[config.mk]
export PLATFORM = sky130hd
export DESIGN_NAME = rs232_ctrl_flat
export DESIGN_NICKNAME = d
export VERILOG_FILES = /design/src/rtl/rs232_ctrl_if.sv /design/src/rtl/rs232_ctrl.sv /design/src/flat_wrapper.sv
export SDC_FILE = /design/constraint.sdc
export NUM_CORES = 1
export LEC_CHECK = 0
export ABC_AREA = 1
export BUFFER_PORTS_ARGS = -buffer_cell sky130_fd_sc_hd__buf_2
export CAP_MARGIN = 15
export CORE_MARGIN = 3
export CORE_UTILIZATION = 50
export DETAILED_ROUTE_END_ITERATION = 10
export GPL_TIMING_DRIVEN = 0
export HOLD_SLACK_MARGIN = 0.12
export PLACE_DENSITY = 0.7
export SLEW_MARGIN = 5
export SYNTH_ARGS = -nofsm -noshare
export SYNTH_HDL_FRONTEND = slang
export SYNTH_SLANG_ARGS = --single-unit
[constraint.sdc]
create_clock -name clk -period 2.4 [get_ports clk]
set_input_delay 0.36 -clock clk [delete_from_list [all_inputs] [get_ports clk]]
set_output_delay 0.36 -clock clk [all_outputs]
set_load 0.005 [all_outputs]
[src/rtl/rs232_ctrl_if.sv]
// CPU data-bus port of rs232_ctrl: single request/ready handshake.
interface rs232_ctrl_if;
  logic        bus_sel;
  logic        bus_we;
  logic [3:0]  bus_addr;
  logic [31:0] bus_wdata;
  logic [31:0] bus_rdata;
  logic        bus_ready;

  modport master (output bus_sel, bus_we, bus_addr, bus_wdata,
                  input  bus_rdata, bus_ready);
  modport slave  (input  bus_sel, bus_we, bus_addr, bus_wdata,
                  output bus_rdata, bus_ready);
endinterface

[src/rtl/rs232_ctrl.sv]
// Memory-mapped RS-232 port controller: TX/RX FIFOs, paced wr_en drain,
// periodic rd_en polling, status/ctrl registers and a level interrupt.
//
// state  | meaning
// T_IDLE | nothing to send or TX disabled
// T_SEND | rs_wr_en high for one cycle, head already popped
// T_GAP  | TX_GAP idle cycles before the next send may start
// R_IDLE | poll counter running while RX enabled and RX FIFO not full
// R_REQ  | rs_rd_en high for one cycle
// R_WAIT | sample rs_rd_valid, push byte if valid
module rs232_ctrl #(
  parameter int TX_DEPTH      = 8,
  parameter int RX_DEPTH      = 8,
  parameter int TX_GAP        = 4,
  parameter int POLL_INTERVAL = 16
) (
  input  logic        clk,
  input  logic        rst_n,
  rs232_ctrl_if.slave bus,
  output logic        irq,
  output logic        rs_wr_en,
  output logic [7:0]  rs_wr_data,
  output logic        rs_rd_en,
  input  logic [7:0]  rs_rd_data,
  input  logic        rs_rd_valid
);
  localparam int TA = $clog2(TX_DEPTH);
  localparam int RA = $clog2(RX_DEPTH);
  localparam int GW = $clog2(TX_GAP + 1);
  localparam int PW = $clog2(POLL_INTERVAL);

  typedef enum logic [1:0] {T_IDLE, T_SEND, T_GAP} tx_st_t;
  typedef enum logic [1:0] {R_IDLE, R_REQ, R_WAIT} rx_st_t;

  logic [7:0]  r_tx_mem [TX_DEPTH];
  logic [7:0]  r_rx_mem [RX_DEPTH];
  logic [TA:0] r_tx_wp, r_tx_rp;
  logic [RA:0] r_rx_wp, r_rx_rp;
  logic [3:0]  r_ctrl;
  logic        r_tx_ovf;
  logic        r_ready;
  logic [31:0] r_rdata;
  tx_st_t      r_tx_st;
  rx_st_t      r_rx_st;
  logic [GW-1:0] r_gap_cnt;
  logic [PW-1:0] r_poll_cnt;

  logic        w_tx_empty, w_tx_full, w_rx_empty, w_rx_full;
  logic        w_accept, w_tx_wr, w_tx_push, w_tx_pop, w_rx_push, w_rx_pop;
  logic [1:0]  w_reg;
  logic [31:0] w_rdata;
  logic        w_unused;

  assign w_tx_empty = (r_tx_wp == r_tx_rp);
  assign w_tx_full  = (r_tx_wp[TA] != r_tx_rp[TA]) && (r_tx_wp[TA-1:0] == r_tx_rp[TA-1:0]);
  assign w_rx_empty = (r_rx_wp == r_rx_rp);
  assign w_rx_full  = (r_rx_wp[RA] != r_rx_rp[RA]) && (r_rx_wp[RA-1:0] == r_rx_rp[RA-1:0]);

  assign w_reg     = bus.bus_addr[3:2];
  assign w_accept  = bus.bus_sel & ~r_ready;
  assign w_tx_wr   = w_accept & bus.bus_we & (w_reg == 2'd0);
  assign w_tx_push = w_tx_wr & ~w_tx_full;
  assign w_rx_pop  = w_accept & ~bus.bus_we & (w_reg == 2'd0) & ~w_rx_empty;
  // A pop happens on the edge that enters T_SEND, so the head is registered onto rs_wr_data.
  assign w_tx_pop  = r_ctrl[0] & ~w_tx_empty &
                     ((r_tx_st == T_IDLE) | ((r_tx_st == T_GAP) & (r_gap_cnt == '0)));
  assign w_rx_push = (r_rx_st == R_WAIT) & rs_rd_valid;

  assign irq           = (r_ctrl[3] & ~w_rx_empty) | (r_ctrl[2] & w_tx_empty);
  assign bus.bus_ready = r_ready;
  assign bus.bus_rdata = r_rdata;
  assign w_unused      = &{1'b0, bus.bus_addr[1:0], bus.bus_wdata[31:8]};

  always_comb begin
    w_rdata = '0;
    case (w_reg)
      2'd0: w_rdata = w_rx_empty ? 32'd0 : {24'd0, r_rx_mem[r_rx_rp[RA-1:0]]};
      2'd1: w_rdata = {27'd0, r_tx_ovf, w_tx_full, w_tx_empty, w_rx_full, ~w_rx_empty};
      2'd2: w_rdata = {28'd0, r_ctrl};
      default: w_rdata = '0;
    endcase
  end

  always_ff @(posedge clk) begin
    if (w_tx_push) r_tx_mem[r_tx_wp[TA-1:0]] <= bus.bus_wdata[7:0];
    if (w_rx_push) r_rx_mem[r_rx_wp[RA-1:0]] <= rs_rd_data;
  end

  always_ff @(posedge clk or negedge rst_n) begin
    if (!rst_n) begin
      r_tx_wp <= '0;
      r_tx_rp <= '0;
      r_rx_wp <= '0;
      r_rx_rp <= '0;
    end else begin
      if (w_tx_push) r_tx_wp <= r_tx_wp + (TA+1)'(1);
      if (w_tx_pop)  r_tx_rp <= r_tx_rp + (TA+1)'(1);
      if (w_rx_push) r_rx_wp <= r_rx_wp + (RA+1)'(1);
      if (w_rx_pop)  r_rx_rp <= r_rx_rp + (RA+1)'(1);
    end
  end

  always_ff @(posedge clk or negedge rst_n) begin
    if (!rst_n) begin
      r_ready  <= 1'b0;
      r_rdata  <= '0;
      r_ctrl   <= 4'h3;
      r_tx_ovf <= 1'b0;
    end else begin
      r_ready <= w_accept;
      r_rdata <= (w_accept & ~bus.bus_we) ? w_rdata : 32'd0;
      if (w_tx_wr & w_tx_full) r_tx_ovf <= 1'b1;
      if (w_accept & bus.bus_we & (w_reg == 2'd1) & bus.bus_wdata[4]) r_tx_ovf <= 1'b0;
      if (w_accept & bus.bus_we & (w_reg == 2'd2)) r_ctrl <= bus.bus_wdata[3:0];
    end
  end

  always_ff @(posedge clk or negedge rst_n) begin
    if (!rst_n) begin
      r_tx_st    <= T_IDLE;
      r_gap_cnt  <= '0;
      rs_wr_en   <= 1'b0;
      rs_wr_data <= '0;
    end else begin
      case (r_tx_st)
        T_IDLE: begin
          if (w_tx_pop) begin
            r_tx_st    <= T_SEND;
            rs_wr_en   <= 1'b1;
            rs_wr_data <= r_tx_mem[r_tx_rp[TA-1:0]];
          end
        end
        T_SEND: begin
          rs_wr_en  <= 1'b0;
          r_tx_st   <= T_GAP;
          r_gap_cnt <= GW'(TX_GAP - 1);
        end
        T_GAP: begin
          if (r_gap_cnt != '0) begin
            r_gap_cnt <= r_gap_cnt - GW'(1);
          end else if (w_tx_pop) begin
            r_tx_st    <= T_SEND;
            rs_wr_en   <= 1'b1;
            rs_wr_data <= r_tx_mem[r_tx_rp[TA-1:0]];
          end else begin
            r_tx_st <= T_IDLE;
          end
        end
        default: begin
          r_tx_st  <= T_IDLE;
          rs_wr_en <= 1'b0;
        end
      endcase
    end
  end

  always_ff @(posedge clk or negedge rst_n) begin
    if (!rst_n) begin
      r_rx_st    <= R_IDLE;
      r_poll_cnt <= '0;
      rs_rd_en   <= 1'b0;
    end else begin
      case (r_rx_st)
        R_IDLE: begin
          if (r_ctrl[1] & ~w_rx_full) begin
            if (r_poll_cnt == PW'(POLL_INTERVAL - 1)) begin
              r_poll_cnt <= '0;
              r_rx_st    <= R_REQ;
              rs_rd_en   <= 1'b1;
            end else begin
              r_poll_cnt <= r_poll_cnt + PW'(1);
            end
          end else begin
            r_poll_cnt <= '0;
          end
        end
        R_REQ: begin
          rs_rd_en <= 1'b0;
          r_rx_st  <= R_WAIT;
        end
        R_WAIT: begin
          r_rx_st    <= R_IDLE;
          r_poll_cnt <= '0;
        end
        default: begin
          r_rx_st  <= R_IDLE;
          rs_rd_en <= 1'b0;
        end
      endcase
    end
  end
endmodule

[src/flat_wrapper.sv]
// flat-port wrapper written by rule: the top's interface ports become plain ports
module rs232_ctrl_flat 
#(
  parameter int TX_DEPTH      = 8,
  parameter int RX_DEPTH      = 8,
  parameter int TX_GAP        = 4,
  parameter int POLL_INTERVAL = 16
)
  (clk, rst_n, irq, rs_wr_en, rs_wr_data, rs_rd_en, rs_rd_data, rs_rd_valid, bus_bus_sel, bus_bus_we, bus_bus_addr, bus_bus_wdata, bus_bus_rdata, bus_bus_ready);
  rs232_ctrl_if bus_i ();
  input  logic clk;
  input  logic rst_n;
  output logic irq;
  output logic rs_wr_en;
  output logic [7:0] rs_wr_data;
  output logic rs_rd_en;
  input  logic [7:0] rs_rd_data;
  input  logic rs_rd_valid;
  input wire logic [$bits(bus_i.bus_sel)-1:0] bus_bus_sel;
  input wire logic [$bits(bus_i.bus_we)-1:0] bus_bus_we;
  input wire logic [$bits(bus_i.bus_addr)-1:0] bus_bus_addr;
  input wire logic [$bits(bus_i.bus_wdata)-1:0] bus_bus_wdata;
  output wire logic [$bits(bus_i.bus_rdata)-1:0] bus_bus_rdata;
  output wire logic [$bits(bus_i.bus_ready)-1:0] bus_bus_ready;
  assign bus_i.bus_sel = bus_bus_sel;
  assign bus_i.bus_we = bus_bus_we;
  assign bus_i.bus_addr = bus_bus_addr;
  assign bus_i.bus_wdata = bus_bus_wdata;
  assign bus_bus_rdata = bus_i.bus_rdata;
  assign bus_bus_ready = bus_i.bus_ready;
  rs232_ctrl #(.TX_DEPTH(TX_DEPTH), .RX_DEPTH(RX_DEPTH), .TX_GAP(TX_GAP), .POLL_INTERVAL(POLL_INTERVAL)) u_core (.clk(clk), .rst_n(rst_n), .bus(bus_i), .irq(irq), .rs_wr_en(rs_wr_en), .rs_wr_data(rs_wr_data), .rs_rd_en(rs_rd_en), .rs_rd_data(rs_rd_data), .rs_rd_valid(rs_rd_valid));
endmodule
== Word level (Yosys, flattened, before mapping) ==
Memory sizes are Yosys's and may differ from the RTL's.
Index checks and enable logic that the tools add are counted.
Storage, ports and cells
  bits in read-only memories: 0
  memories: 2
  latch bits: 0
  bits in writable memories: 128
  output and inout port bits: 44
  bits of input ports: 49
  register bits after elaboration: 75
  word-level logic and storage cells: 114
Operators by class
  reduce and logical (&&, ||, !) cells: 16
  bitwise operators: 27
  $add $sub $neg: 6
  multiplexer cells: 30
  $lt $le $gt $ge: 0
  shift-type cells: 0
  multiply operators: 0
  div/mod/pow operators: 0
  equality and inequality tests: 18
Memory list
  u_core.r_rx_mem: depth 8, bits a word 8, read ports 1, clocked after Yosys merged registers in 0, write ports 1, line rs232_ctrl.sv:36  | logic [7:0] r_rx_mem [RX_DEPTH];
  u_core.r_tx_mem: depth 8, bits a word 8, read ports 1, clocked after Yosys merged registers in 0, write ports 1, line rs232_ctrl.sv:35  | logic [7:0] r_tx_mem [TX_DEPTH];
Operator list (count)
  $pmux 32 s3: 1
  $mux 32: 1
  $mux 8: 3
  $add 4x1->4 const B: 5
  $and 1x1->1: 18
  $pmux 8 s2: 1
  $mux 1: 11
  $eq 4x4->1: 2
  $mux 2: 4
  $mux 4: 2
  $pmux 4 s2: 1
  $reduce_and 2->1: 4
  $reduce_bool 2->1: 4
  $not 1->1: 7
  $eq 2x1->1 const B: 3
  $eq 2x2->1 const B: 3
  $eq 3x3->1: 2
  $logic_not 2->1: 3
  $ne 2x1->1 const B: 3
  $pmux 2 s3: 1
  $pmux 3 s2: 1
  $eq 4x4->1 const B: 1
  $ne 2x2->1 const B: 2
  $pmux 1 s2: 2
  9 further kinds: 12

== Logic depth before layout (Yosys ltp) ==
  depth after elaboration: 7
  depth in mapped cells: 11
  depth with buffers taken out: 11

== Worst setup path before layout ==
OpenSTA, ideal clock, no wires.
  path type: reg2reg
  from: reg u_core.r_tx_rp[0]
  to: mem u_core.r_tx_mem[1][0] (enable)
  path slack: 0.550 ns
  clock period less this slack: 1.850 ns
  data required time: 2.030 ns
  arrival time: 1.479 ns
  path buffers: 1
  cell stages (with the launch flop): 11
  library setup time: 0.370 ns
  path through: dfrtp_1 > buf_4 > inv_4 > nand2_1 > nand2_1 > nor2_4 > nand3_1 > nand2_1 > inv_2 > nand2_1 > nor2_1
Between the ends
  cells in the longest elaborated chain, start to end: 6
Ends and longest elaborated chain
  start: declaration: line rs232_ctrl.sv:37  | logic [TA:0] r_tx_wp, r_tx_rp;
  start signal: assignment: line rs232_ctrl.sv:97  | if (w_tx_pop) r_tx_rp <= r_tx_rp + (TA+1)'(1);
  $eq 3x3->1: line rs232_ctrl.sv:55  | assign w_tx_full = (r_tx_wp[TA] != r_tx_rp[TA]) && (r_tx_wp[TA-1:0] == r_tx_rp[TA-1:0]);
  $logic_and 1x1->1: line rs232_ctrl.sv:55
  $not 1->1: line rs232_ctrl.sv:62  | assign w_tx_push = w_tx_wr & ~w_tx_full;
  $and 1x1->1: line rs232_ctrl.sv:62
  $mux 1: line rs232_ctrl.sv:85  | if (w_tx_push) r_tx_mem[r_tx_wp[TA-1:0]] <= bus.bus_wdata[7:0];
  $mux 1 (not written as such): line rs232_ctrl.sv:85
  end: declaration: line rs232_ctrl.sv:35
No other way between the ends.

== Worst setup path in the final report ==
  from: reg u_core.r_tx_rp[0]
  to: mem u_core.r_tx_mem[1][6] (enable)
Same word-level chain as after synthesis.

==> flow_summary.html <==
<table>
<tr><th>Metric</th><th>Value</th></tr>
<tr><th colspan="2">Clock network</th></tr>
<tr><td>Number of H-tree levels</td><td>4</td></tr>
<tr><td>Root Buffer</td><td>sky130_fd_sc_hd__clkbuf_16</td></tr>
<tr><td>CTS sink count</td><td>179</td></tr>
<tr><td>Clock network latency to the later pin of the worst-skew pair</td><td>440 ps</td></tr>
<tr><td>Setup Buffers After CTS</td><td>0</td></tr>
<tr><td>Post-CTS clock slew at the launch and capture registers of the worst setup and hold paths</td><td>70 ps</td></tr>
<tr><td>Cts bufs inserted</td><td>17</td></tr>
<tr><td>Clock tree from TritonCTS</td><td>built</td></tr>
<tr><td>Maximum count of clock buffers along a single path</td><td>2</td></tr>
<tr><th colspan="2">Synth</th></tr>
<tr><td>Synthesis-stage register bit count</td><td>179</td></tr>
<tr><td>Number of distinct standard cells referenced by the synthesized netlist</td><td>32</td></tr>
<tr><td>Cell with the most instances after synthesis</td><td>sky130_fd_sc_hd__nand2_1</td></tr>
<tr><td>Ys async rst share</td><td>28.5%</td></tr>
<tr><td>Average footprint of a synthesized cell</td><td>10.4 sq um</td></tr>
<tr><td>Cell Area, Synth</td><td>0.00777 sq mm</td></tr>
<tr><td>Sequential fraction of the synthesis area</td><td>65.9%</td></tr>
<tr><td>Largest cells by area after synthesis</td><td>sky130_fd_sc_hd__edfxtp_1 49%, sky130_fd_sc_hd__dfrtp_1 16%, sky130_fd_sc_hd__nand2_1 10%</td></tr>
<tr><td>Synth warnings</td><td>0</td></tr>
<tr><td>Post-synth top area cell</td><td>sky130_fd_sc_hd__edfxtp_1</td></tr>
<tr><td>Top cell type's share of synthesized area</td><td>49.5%</td></tr>
<tr><td>Synth Instances</td><td>746</td></tr>
<tr><td>Post-synth top flop</td><td>sky130_fd_sc_hd__edfxtp_1</td></tr>
<tr><td>Number of enable flip-flop cells after synthesis</td><td>128</td></tr>
<tr><td>Synth cell count leaders</td><td>208 x sky130_fd_sc_hd__nand2_1, 128 x sky130_fd_sc_hd__edfxtp_1, 82 x sky130_fd_sc_hd__nor2_1</td></tr>
<tr><th colspan="2">Pwr</th></tr>
<tr><td>Switching share of power</td><td>35.8%</td></tr>
<tr><td>IR drop worst, VDD</td><td>0.000621 V</td></tr>
<tr><td>Fraction of power consumed by sequential logic</td><td>39.0%</td></tr>
<tr><td>Fraction of power consumed by combinational cells</td><td>31.9%</td></tr>
<tr><td>Post-route total power</td><td>0.00972 W</td></tr>
<tr><td>Design internal power</td><td>0.00623 W</td></tr>
<tr><td>Net Switching</td><td>0.00348 W</td></tr>
<tr><td>Leakage component of the power</td><td>3.85 nW</td></tr>
<tr><td>Clock share of power</td><td>29.1%</td></tr>
<tr><td>Power density over cell area</td><td>1090 mW/mm^2</td></tr>
<tr><th colspan="2">Floorplan</th></tr>
<tr><td>Initial Utilization</td><td>52.3%</td></tr>
<tr><td>DIE HEIGHT</td><td>131 microns</td></tr>
<tr><td>Die Span X</td><td>131 microns</td></tr>
<tr><td>Core area</td><td>0.0149 sq mm</td></tr>
<tr><td>Die footprint</td><td>0.0171 sq mm</td></tr>
<tr><td>Placement row count</td><td>44</td></tr>
<tr><td>IO Count</td><td>93</td></tr>
<tr><th colspan="2">STA</th></tr>
<tr><td>Final worst slack</td><td>79.1 ps</td></tr>
<tr><td>Hold Vio Cnt, Final</td><td>0</td></tr>
<tr><td>Count of final max-slew check failures</td><td>0</td></tr>
<tr><td>Worst Hold Slack</td><td>172 ps</td></tr>
<tr><td>Setup violators final</td><td>0</td></tr>
<tr><td>Setup TNS Final</td><td>0 ps</td></tr>
<tr><td>Headroom to the max-slew limit</td><td>26.2%</td></tr>
<tr><td>Shortest period the worst path allows</td><td>2320 ps</td></tr>
<tr><td>Maximum clock rate</td><td>431 MHz</td></tr>
<tr><td>Layout Skew</td><td>17.4 ps</td></tr>
<tr><td>Fin crit share</td><td>96.7%</td></tr>
<tr><td>RSZ-0062 raised after global routing</td><td>yes</td></tr>
<tr><td>Worst slew pin tran</td><td>1100 ps</td></tr>
<tr><th colspan="2">Finish</th></tr>
<tr><td>Layout net count</td><td>888</td></tr>
<tr><td>Number of antenna diodes</td><td>0</td></tr>
<tr><td>Share of final-layout standard cells stronger than drive strength 1</td><td>18.1%</td></tr>
<tr><td>Synth-to-Final Area Change</td><td>15.1%</td></tr>
<tr><td>Core utilization of the finished layout</td><td>60.2%</td></tr>
<tr><th colspan="2">Setup path</th></tr>
<tr><td>Reg2Reg Setup Slack</td><td>80 ps</td></tr>
<tr><td>Biggest cell delay along the critical path</td><td>670 ps</td></tr>
<tr><td>Critical path launch point type</td><td>flop</td></tr>
<tr><td>Terminus of the critical flop-to-flop path</td><td>u_core.r_tx_mem[1][6]</td></tr>
<tr><td>Req. time, crit path</td><td>2460 ps</td></tr>
<tr><td>Worst Reg-to-Reg Cells</td><td>10</td></tr>
<tr><td>Critical path capture point type</td><td>flop</td></tr>
<tr><td>Cell mode on critical path</td><td>sky130_fd_sc_hd__nand2_1</td></tr>
<tr><td>CP cell instances</td><td>buf_4 -&gt; inv_4 -&gt; nand2_1 -&gt; nand2_1 -&gt; nor2_4 -&gt; nand3_1 -&gt; nand2_1 -&gt; inv_2 -&gt; nand2_1 -&gt; nor2_1</td></tr>
<tr><td>Cell at the slowest stage of the critical path</td><td>sky130_fd_sc_hd__nor2_1</td></tr>
<tr><td>Maximum fanout along the worst path</td><td>8</td></tr>
<tr><td>Crit Path Class</td><td>flop to flop</td></tr>
<tr><td>Worst flop-to-flop path startpoint</td><td>u_core.r_tx_rp[0]</td></tr>
<tr><td>Endpoint arrival time on the critical path</td><td>2380 ps</td></tr>
<tr><th colspan="2">Hold path</th></tr>
<tr><td>Type of the worst min-delay path</td><td>primary input to flop</td></tr>
<tr><td>Source of the worst hold timing path</td><td>bus_bus_sel</td></tr>
<tr><td>Min-Delay Path Depth</td><td>3</td></tr>
<tr><td>Terminating pin of the worst hold path</td><td>u_core.bus.bus_ready</td></tr>
<tr><th colspan="2">GRT</th></tr>
<tr><td>Overall overflow remaining after global route</td><td>0</td></tr>
<tr><td>Wire length of the first global-routing pass</td><td>25.7 mm</td></tr>
<tr><td>Number of global-route vias before repair</td><td>5053</td></tr>
<tr><td>Antenna violations before repair</td><td>0</td></tr>
<tr><td>Total global routing track utilization</td><td>20.1%</td></tr>
<tr><td>Maximum number of pins on one net before global-route repair</td><td>52</td></tr>
<tr><th colspan="2">Run status</th></tr>
<tr><td>Result of the run</td><td>complete, no violations</td></tr>
<tr><th colspan="2">Detailed routing</th></tr>
<tr><td>Antenna Violating Nets Remaining</td><td>0</td></tr>
<tr><td>Total number of vias</td><td>5393</td></tr>
<tr><td>Routed length per placed instance</td><td>16.0 microns</td></tr>
<tr><td>Count of unresolved DRC violations after routing</td><td>0</td></tr>
<tr><td>Mean number of vias per cell</td><td>5.24</td></tr>
<tr><td>Count of routing violations after the opening detailed-route iteration</td><td>492</td></tr>
<tr><td>DRT Pass-1 Iters</td><td>7</td></tr>
<tr><td>Routed wire length</td><td>16.5 mm</td></tr>
<tr><th colspan="2">Placement</th></tr>
<tr><td>Placement Setup Slack</td><td>56.5 ps</td></tr>
<tr><td>Number of input and output port buffers inserted</td><td>42</td></tr>
<tr><td>Post-detail-place hpwl</td><td>10.9 mm</td></tr>
<tr><td>Routability-driven placement congestion ratio</td><td>0.831</td></tr>
<tr><th colspan="2">Flow run</th></tr>
<tr><td>Number of max-capacitance violations reported</td><td>0</td></tr>
</table>
-- sequential cells by signal, summed over array words and instances, names as in the netlist, 8 cells and up --
name	flops
u_core.r_rx_mem	64
u_core.r_tx_mem	64
u_core.bus.bus_rdata	8
u_core.rs_wr_data	8
-- cell usage in the layout (no fill, tap or decap), drive strengths merged, types with 7 or more instances in the layout --
master / n
clkbuf: 24
inv: 75
a21oi: 10
o21ai: 64
dfrtp: 49
edfxtp: 128
nor2: 87
nand3: 25
buf: 86
conb: 24
o22ai: 28
nand2: 214
ha: 7
-- timing repair --
| action | in CTS | in global routing |
|---|---|---|
| endpoints found under the hold margin | 0 | 13 |
| hold buffers | 0 | 1 |
| resized for setup | 0 | 4 |
| setup endpoints to repair | 0 | 43 |
-- worst max-delay path by stage --
stage,from,to,slack (ps),cells past startpoint
floorplan,u_core.r_tx_rp[0],u_core.r_tx_mem[1][0],550,10
finish,u_core.r_tx_rp[0],u_core.r_tx_mem[1][6],80,10
detailed placement,bus_bus_sel,u_core.r_tx_mem[3][4],60,9
global placement,u_core.r_tx_rp[0],u_core.r_tx_mem[7][3],150,10
CTS,u_core.r_tx_rp[0],u_core.r_tx_mem[3][4],50,10
global route,u_core.r_tx_rp[0],u_core.r_tx_mem[1][6],-120,10
-- cell type report --
| cell class | instances | area (sq um) |
|---|---|---|
| fill | 1199 | 5920 |
| multi-input combinational | 474 | 2150 |
| inverter | 67 | 262 |
| clock inverter | 14 | 166 |
| tap | 184 | 230 |
| sequential | 179 | 5120 |
| timing repair buffer | 44 | 240 |
| clock buffer | 18 | 439 |
| buffer | 49 | 327 |
-- through the flow --
step	instance area, sq um	std cells
after floorplan	7860	769
after global placement	8300	995
after detailed placement	8300	995
after CTS	8900	1027
after global routing	8940	1029
final	8940	1029
-- critical path: cells and delay by family (launching register included) --
kind | cells | cell delay, ps
DFF | 1 | 400
buffers and inverters | 3 | 390
and+or+nand+nor | 7 | 1160
-- kinds of logic after synthesis --
logic type	share of synthesized area [%]
other cells	0.0483
compound gates	7.02
flops	65.9
fa+ha+maj	1.13
simple gates	17.2
xor+xnor	0.999
mux	0.145
buf+inv	7.57
-- metal layers --
layer	GRT usage, %	share of wire [%]	wire, microns
met3	4.84	6.7	1100
met5	0	0	0
met4	6.84	1.8	302
met2	31.8	47	7780
met1	27.7	44	7300
-- power groups by stage --
| stage | Clock [W] | Combinational, W | Sequential (W) |
|---|---|---|---|
| finish | 0.00282 | 0.00310 | 0.00379 |
| global route | 0.00301 | 0.00351 | 0.00382 |
| CTS | 0.00288 | 0.00307 | 0.00379 |
| detailed placement | 0 | 0.00303 | 0.00385 |
| global placement | 0 | 0.00294 | 0.00383 |
| floorplan | 0 | 0.00216 | 0.00382 |
Power figures use the tool's default switching activity.
